===== src/rtl/audio_sigma_delta_player.sv =====
// Buffers unsigned audio samples and plays one per sample-rate tick as a 1-bit first-order delta-sigma stream.
// Latency: a pop reaches the modulator input 1 cycle later, and dac_out reflects it 1 cycle after that.
// Backpressure: s_ready is low while the FIFO holds FIFO_DEPTH samples; it depends only on registered state.

module sync_fifo #(
    parameter int W     = 8,
    parameter int DEPTH = 16,
    localparam int AW   = $clog2(DEPTH),
    localparam int LW   = AW + 1
) (
    input  logic          clk,
    input  logic          rst,
    input  logic          push_vld,
    input  logic [W-1:0]  push_dat,
    input  logic          pop_vld,
    output logic [W-1:0]  head_dat,
    output logic [LW-1:0] level
);

    logic [W-1:0]  mem [DEPTH];
    logic [AW-1:0] wr_ptr;
    logic [AW-1:0] rd_ptr;
    logic          push_ok;
    logic          pop_ok;

    assign push_ok  = push_vld && (level != LW'(DEPTH));
    assign pop_ok   = pop_vld && (level != '0);
    assign head_dat = mem[rd_ptr];

    always_ff @(posedge clk) begin
        if (push_ok) begin
            mem[wr_ptr] <= push_dat;
        end
    end

    // Pointers are exactly AW bits wide, so they wrap modulo DEPTH on their own.
    always_ff @(posedge clk) begin
        if (rst) begin
            wr_ptr <= '0;
            rd_ptr <= '0;
            level  <= '0;
        end else begin
            if (push_ok) begin
                wr_ptr <= wr_ptr + 1'b1;
            end
            if (pop_ok) begin
                rd_ptr <= rd_ptr + 1'b1;
            end
            case ({push_ok, pop_ok})
                2'b10:   level <= level + 1'b1;
                2'b01:   level <= level - 1'b1;
                default: level <= level;
            endcase
        end
    end

endmodule

module audio_sigma_delta_player #(
    parameter int CLK_HZ     = 54000000,
    parameter int SAMPLE_HZ  = 8000,
    parameter int SAMPLE_W   = 8,
    parameter int FIFO_DEPTH = 16,
    localparam int LW        = $clog2(FIFO_DEPTH) + 1
) (
    input  logic                clk,
    input  logic                rst,
    input  logic                enable,
    input  logic [SAMPLE_W-1:0] s_data,
    input  logic                s_valid,
    output logic                s_ready,
    output logic                dac_out,
    output logic                sample_tick,
    output logic                playing,
    output logic                underrun,
    output logic [7:0]          underrun_cnt,
    output logic [LW-1:0]       fifo_level
);

    localparam int DIV = CLK_HZ / SAMPLE_HZ;
    localparam int CW  = $clog2(DIV);
    localparam logic [SAMPLE_W-1:0] MIDSCALE = {1'b1, {(SAMPLE_W-1){1'b0}}};

    typedef enum logic [1:0] {
        IDLE  = 2'd0,
        PRIME = 2'd1,
        PLAY  = 2'd2
    } state_t;

    state_t              state;
    logic [CW-1:0]       tick_cnt;
    logic [SAMPLE_W-1:0] cur_sample;
    logic [SAMPLE_W-1:0] head_dat;
    logic [SAMPLE_W:0]   acc;
    logic [SAMPLE_W:0]   acc_next;
    logic                push;
    logic                pop;
    logic                tick;

    assign s_ready     = (fifo_level != LW'(FIFO_DEPTH));
    assign push        = s_valid && s_ready;
    assign playing     = (state == PLAY);
    assign tick        = playing && (tick_cnt == CW'(DIV - 1));
    assign sample_tick = tick;
    assign pop         = tick && (fifo_level != '0);
    assign underrun    = tick && (fifo_level == '0);

    // The carry out of the low SAMPLE_W bits is the output bit; it is held in acc's MSB.
    assign acc_next = {1'b0, acc[SAMPLE_W-1:0]} + {1'b0, cur_sample};
    assign dac_out  = acc[SAMPLE_W];

    sync_fifo #(
        .W     (SAMPLE_W),
        .DEPTH (FIFO_DEPTH)
    ) u_fifo (
        .clk      (clk),
        .rst      (rst),
        .push_vld (push),
        .push_dat (s_data),
        .pop_vld  (pop),
        .head_dat (head_dat),
        .level    (fifo_level)
    );

    always_ff @(posedge clk) begin
        if (rst) begin
            state        <= IDLE;
            tick_cnt     <= '0;
            cur_sample   <= MIDSCALE;
            underrun_cnt <= '0;
            acc          <= '0;
        end else begin
            acc <= acc_next;
            if (underrun && (underrun_cnt != 8'hFF)) begin
                underrun_cnt <= underrun_cnt + 8'd1;
            end
            case (state)
                IDLE: begin
                    tick_cnt   <= '0;
                    cur_sample <= MIDSCALE;
                    if (enable) begin
                        state <= PRIME;
                    end
                end
                PRIME: begin
                    tick_cnt   <= '0;
                    cur_sample <= MIDSCALE;
                    if (!enable) begin
                        state <= IDLE;
                    end else if (fifo_level >= LW'(FIFO_DEPTH / 2)) begin
                        state <= PLAY;
                    end
                end
                PLAY: begin
                    tick_cnt <= tick ? '0 : tick_cnt + 1'b1;
                    if (pop) begin
                        cur_sample <= head_dat;
                    end else if (underrun) begin
                        cur_sample <= MIDSCALE;
                    end
                    // Leaving PLAY still lets this cycle's tick pop, but the output returns to midscale.
                    if (!enable) begin
                        state      <= IDLE;
                        tick_cnt   <= '0;
                        cur_sample <= MIDSCALE;
                    end
                end
                default: begin
                    state      <= IDLE;
                    tick_cnt   <= '0;
                    cur_sample <= MIDSCALE;
                end
            endcase
        end
    end

endmodule


===== config.mk =====
export PLATFORM = sky130hd
export DESIGN_NAME = audio_sigma_delta_player
export DESIGN_NICKNAME = d
export VERILOG_FILES = /design/src/rtl/audio_sigma_delta_player.sv
export SDC_FILE = /design/constraint.sdc
export NUM_CORES = 1
export LEC_CHECK = 0
export ABC_AREA = 1
export BUFFER_PORTS_ARGS = -buffer_cell sky130_fd_sc_hd__clkbuf_2
export CAP_MARGIN = 20
export CORE_MARGIN = 2
export CORE_UTILIZATION = 55
export DETAILED_ROUTE_END_ITERATION = 16
export GPL_TIMING_DRIVEN = 0
export PLACE_DENSITY = 0.72
export SLEW_MARGIN = 10
export SYNTH_ARGS = -nofsm -noshare
export SYNTH_HDL_FRONTEND = slang
export SYNTH_SLANG_ARGS = --single-unit

===== constraint.sdc =====
create_clock -name clk -period 2.7 [get_ports clk]
set_input_delay 0.54 -clock clk [delete_from_list [all_inputs] [get_ports clk]]
set_output_delay 0.54 -clock clk [all_outputs]
set_load 0.02 [all_outputs]

; After elaboration in Yosys (flattened, before gate mapping)
; Memory sizes are Yosys's and may differ from the RTL's. A register that Yosys moved wholly into a read port is not among the register bits.
; Index checks and enable logic that the tools add are counted.
[classes]
addsub = 7
multipliers = 0
n_div = 0
order_cmp = 1
n_eq_ne = 10
shift = 0
mux = 12
n_bitwise = 2
n_reduce_logical = 15
[ops]
columns = operator, n
row1 = 2-to-1 mux 8 bit, 2
row2 = adder 13 x 1 -> 13 bit (second input constant), 1
row3 = equality test 13 bit (second input constant), 1
row4 = one-hot mux 5 bit (2 select lines), 1
row5 = adder 8 x 8 -> 9 bit, 1
row6 = adder 4 x 1 -> 4 bit (second input constant), 2
row7 = adder 8 x 1 -> 8 bit (second input constant), 1
row8 = 2-to-1 mux 2 bit, 4
row9 = 2-to-1 mux 4 bit, 2
row10 = inequality test 8 bit (second input constant), 1
row11 = logical AND 1 bit, 7
row12 = one-hot mux 2 bit (3 select lines), 1
row13 = adder 5 x 1 -> 5 bit (second input constant), 1
row14 = >= comparator 5 x 4 -> 1 bit (second input constant), 1
row15 = logical NOT 5 bit, 1
row16 = inequality test 5 bit (second input constant), 1
row17 = nonzero test 5 bit, 1
row18 = subtractor 5 x 1 -> 5 bit (second input constant), 1
row19 = equality test 2 x 1 -> 1 bit (second input constant), 2
row20 = equality test 2 bit (second input constant), 2
row21 = inequality test 2 bit (second input constant), 2
row22 = nonzero test 2 bit, 2
row23 = OR reduction 4 bit, 1
row24 = inequality test 3 bit (second input constant), 1
row25 = 5 further kinds, 7
[word_totals]
ff_bits = 53
latch_bits = 0
ramBits = 128
rom_bits = 0
elab_cells = 56
n_memories = 1
[memory_table]
columns = memory, words, width, rd, rd_ports_with_merged_regs, wr, line_no
row1 = u_fifo.mem, 16, 8, 1, 1, 1, 20  ; logic [W-1:0] mem [DEPTH];

; Longest topological paths before layout
[depth]
depth_word = 6
mapped_depth = 15
mapped_depth_nobuf = 15

; Modules after synthesis
; Synthesis repeated with hierarchy kept, for this count alone.
[hier_totals]
hier_cells = 779
area_unflattened_um2 = 8214.1
[modules_own_cells]
columns = module, n_inst, cells_per_inst, area_each_um2
row1 = sync_fifo, 1, 476, 6093.3
row2 = audio_sigma_delta_player, 1, 303, 2120.8

; Least setup slack after synthesis
; No wires, ideal clock.
[synth_timing]
path_type = reg2reg
from = reg u_fifo.level[1]
to = reg u_fifo.level[4]
setup_ns = 0.113
t_arrival_ns = 2.186
slack_ns = 0.401
path_stages_with_launch = 14
path_buffers = 1
path_cell_list = dfxtp_1 nor2_1 nand2_2 nor2_8 buf_4 nor2_1 ha_1 fa_1 nand3_1 nand2_1 a21oi_1 o21ai_0 nor2_1 nor2_1
[synth_via]
elab_chain_cells = 5
elab_cells_between_ends = 12
cone_classes = add/sub: 2 / eq/ne: 3 / mux: 1 / reduce/logical: 6
[synth_rtl]
columns = item, line_no
row1 = "start, declared", 17  ; output logic [LW-1:0] level
row2 = "start signal, assigned", 50  ; 2'b10: level <= level + 1'b1;
row3 = "start signal, assigned", 51  ; 2'b01: level <= level - 1'b1;
row4 = "start signal, assigned", 52  ; default: level <= level;
row5 = inequality test 5 bit / nonzero test 5 bit (equally long branches), -
row6 = "logical AND 1 bit, on equally long branches", "101, 105"
row7 = "logical AND 1 bit, on equally long branches", "26, 27"
row8 = equality test 2 x 1 -> 1 bit / equality test 2 bit (equally long branches), 49  ; case ({push_ok, pop_ok})
row9 = one-hot mux 5 bit (2 select lines) / nonzero test 2 bit (equally long branches), -
; Parallel ways exist; a longest one is shown, timed or not.
; A chain may end at the register's enable or synchronous reset.

; Final worst setup path
[layout_timing]
from = reg tick_cnt[0]
to = reg u_fifo.level[4]
[layout_via]
elab_chain_cells = 6
elab_cells_between_ends = 8
cone_classes = eq/ne: 3 / mux: 1 / reduce/logical: 4
[layout_rtl]
columns = item, line_no
row1 = "start, declared", 91  ; logic [CW-1:0] tick_cnt;
row2 = "start signal, assigned", 155  ; tick_cnt <= tick ? '0 : tick_cnt + 1'b1;
row3 = equality test 13 bit *, 103  ; assign tick = playing && (tick_cnt == CW'(DIV - 1));
row4 = logical AND 1 bit *, 103
row5 = logical AND 1 bit *, 105  ; assign pop = tick && (fifo_level != '0);
row6 = logical AND 1 bit *, 27  ; assign pop_ok = pop_vld && (level != '0);
row7 = equality test 2 x 1 -> 1 bit / equality test 2 bit (equally long branches), 49
row8 = one-hot mux 5 bit (2 select lines) / nonzero test 2 bit (equally long branches), -
; Every way passes the cells marked *; elsewhere a longest branch is shown, timed or not.

==> flow_summary.json <==
{
  "cp-start-kind": "flop",
  "synth_area_leader_cell": "edfxtp_1",
  "worstPathMaxFanout": 6,
  "coreArea_mm2": 0.01448,
  "powerDensity_mw_per_mm2": 623.2,
  "drv_slew": 0,
  "synth-seq-cells": 185,
  "setup_viol": 0,
  "die_area_mm2": 0.01575,
  "layout-drive-gt1-share_pct": 12.51,
  "yosys_warnings": 0,
  "via_per_inst": 5.620,
  "nFillCells": 1150,
  "htree_levels": 4,
  "drt-total-wl_um": 17790,
  "worstSkewPairLatency_ns": 0.43,
  "die_w_um": 125.5,
  "ir_worst_vdd_uv": 538.3,
  "worst_ep_arrival_time_ns": 2.78,
  "grt_overflow": 0,
  "required_ns": 3.07,
  "period_share_pct": 89.49,
  "hold_path_class": "in2reg",
  "vias": 5974,
  "setup_tns_ns": 0,
  "grt_usage_pct": 22.85,
  "power.total_mw": 5.664,
  "end_kind": "flop",
  "gp_congestion": 0.9209,
  "hold_ws_ns": 0.3942,
  "nNetsFinal": 900,
  "first_global_vias": 5740,
  "synthToLayoutAreaGrowth_pct": 11.94,
  "synth_top_area_share_pct": 47.33,
  "yosysSeqAreaShare_pct": 61.39,
  "leakage_nw": 3.428,
  "grt_max_degree": 18,
  "syn-instance-count": 818,
  "start_util_pct": 56.08,
  "fin_crit_ns": 2.416,
  "fmax_mhz": 413.9,
  "p_switching_mw": 1.258,
  "rsz0062_at_grt": "no",
  "io_buffer_count": 29,
  "status": "complete, no violations",
  "antenna_cells": 0,
  "final_cell_mix": "220 x nand2_1, 130 x nand3_1, 128 x edfxtp_1",
  "fin_area_mm2": 0.009090,
  "place_area_mm2": 0.008496,
  "syn_avg_cell_area_um2": 9.927,
  "final_antenna_net_count": 0,
  "worst_pin_slew_ns": 0.8768,
  "boundaryPins": 30,
  "cts_max_path_buffers": 2,
  "die_y_um": 125.5,
  "p_comb_share_pct": 3.2,
  "max_slew_margin_pct": 41.33,
  "cap_viol_max_count": 0,
  "final_common_cell": "nand2_1",
  "std_cell_rows": 44,
  "r2r_slack_ns": 0.28,
  "finalHoldViolations": 0,
  "synthDistinctLibCells": 36,
  "first_pass_iters": 5,
  "syn_area_mm2": 0.008120,
  "postCtsSetupBuffers": 0,
  "cts_buffers": 17,
  "cts_resized": 0,
  "first_iter_violations": 608,
  "cts_root_buffer": "clkbuf_16",
  "pwr-share-clk_pct": 42.4,
  "netSwitchingFraction_pct": 22.21,
  "synth.top_cells.by_area": "edfxtp_1 47%, dfxtp_1 14%, nand2_1 10%, nand3_1 8.0%, ha_1 3.1%",
  "fin_skew_ns": 0.008072,
  "drc": 0,
  "grt_pass1_wl_um": 28290,
  "seq_power_share_pct": 54.4,
  "cts_hold_buf": 0,
  "p_int_mw": 4.406,
  "grt_antenna_before_repair": 0,
  "cts_tree": "yes",
  "syn-num-nets": 852,
  "clkTransAtPathRegs_ns": 0.07,
  "wl_per_cell_um": 16.73,
  "hpwl_um": 12400,
  "cts_sinks": 185,
  "crit_type": "reg2reg"
}
==> cells in the mapped netlist <==
| cell | instances |
|---|---|
| nand3_2 | 1 |
| fa_1 | 2 |
| nand4_1 | 12 |
| o21ai_1 | 3 |
| nor4_1 | 1 |
| a31o_2 | 1 |
| edfxtp_1 | 128 |
| a31oi_1 | 2 |
| xor2_1 | 10 |
| buf_1 | 1 |
| nand2_2 | 5 |
| o21a_1 | 2 |
| nor2_2 | 5 |
| o21ai_2 | 1 |
| inv_2 | 6 |
| ha_1 | 20 |
| inv_1 | 48 |
| clkbuf_1 | 13 |
| nor3_2 | 2 |
| nor3b_2 | 3 |
| nor3_1 | 3 |
| nor2_1 | 61 |
| nor2_4 | 4 |
| xnor2_1 | 1 |
| dfxtp_1 | 57 |
| o21ai_0 | 12 |
| nand3_1 | 130 |
| buf_4 | 1 |
| buf_2 | 14 |
| o21bai_1 | 2 |
| a21oi_1 | 40 |
| nand4_4 | 1 |
| nor3b_1 | 1 |
| nand2_1 | 220 |
| a21o_1 | 2 |
| nor2_8 | 3 |
==> metrics by stage <==
step | instances | setup WS [ns] | utilization, %
after global placement | 1031 | 0.1566 | 58.68
final | 1063 | 0.2839 | 62.78
after floorplan | 818 | 0.4008 | -
after global routing | 1063 | 0.01628 | 62.78
after detailed placement | 1031 | 0.09262 | 58.68
after CTS | 1063 | 0.05540 | 62.63
==> state kept, by name, summed over array words and instances (netlist names), named ones only <==
name,cells
u_fifo.mem,128
underrun_cnt,8
tick_cnt,13
state,2
u_fifo.wr_ptr,4
u_fifo.level,5
cur_sample,8
u_fifo.rd_ptr,4
acc,9
==> worst max-delay path, stage by stage (launching register included) <==
cell	delay, ns
dfxtp_1	0.38
ha_1	0.24
nand2_1	0.11
nor2_4	0.17
nand3_1	0.15
nor2_4	0.18
ha_4	0.20
ha_1	0.27
a21oi_1	0.14
nand2_1	0.07
a21oi_1	0.11
o21ai_0	0.12
nand2_1	0.08
nand2_1	0.04
nor2_1	0.09
==> path summary, 6_finish.rpt <==
check / cells past startpoint / endpoint / from
setup / recovery: 14 / u_fifo.level[4] / tick_cnt[0]
hold / removal: 3 / state[0] / enable
setup reg to reg: 14 / u_fifo.level[4] / tick_cnt[0]
hold reg to reg: 1 / state[0] / state[1]
==> power by group through the flow <==
stage	Combinational (mW)	Clock (mW)	Sequential, mW
4_1_cts	0.179	2.41	3.08
6_report	0.181	2.40	3.08
2_1_floorplan	0.0966	0	3.15
5_1_grt	0.202	2.52	3.08
3_5_place_dp	0.178	0	3.15
3_3_place_gp	0.171	0	3.14
==> cell families after synthesis <==
kind of cell | Yosys count | share of synthesized area (%)
buffers and inverters | 83 | 4.099
AOI/OAI and AO/OA | 65 | 4.314
adders and majority gates | 22 | 3.575
xor gates and xnor gates | 11 | 1.186
DFF | 185 | 61.39
and+or+nand+nor | 452 | 25.44
==> cell type report <==
type / instances / area, um2 / area share (%)
plain buffers: 29 / 130.1 / 1.432
clock buffers: 18 / 429.2 / 4.721
clock inverters: 14 / 142.6 / 1.569
inverters: 54 / 202.7 / 2.230
multi-input cells: 550 / 2825 / 31.08
flip-flops and latches: 185 / 4985 / 54.84
well taps: 184 / 230.2 / 2.533
repair buffers: 29 / 145.1 / 1.597
==> routing by layer <==
metal  vias up  track usage (%)  wire length (um)
met1      2856            30.86              7854
met3        32            4.750              1080
met5         -                0                 0
met2       207            37.39              8519
li1       2879                -                 -
met4         0            7.255               333
(Power assumes the default switching activity.)
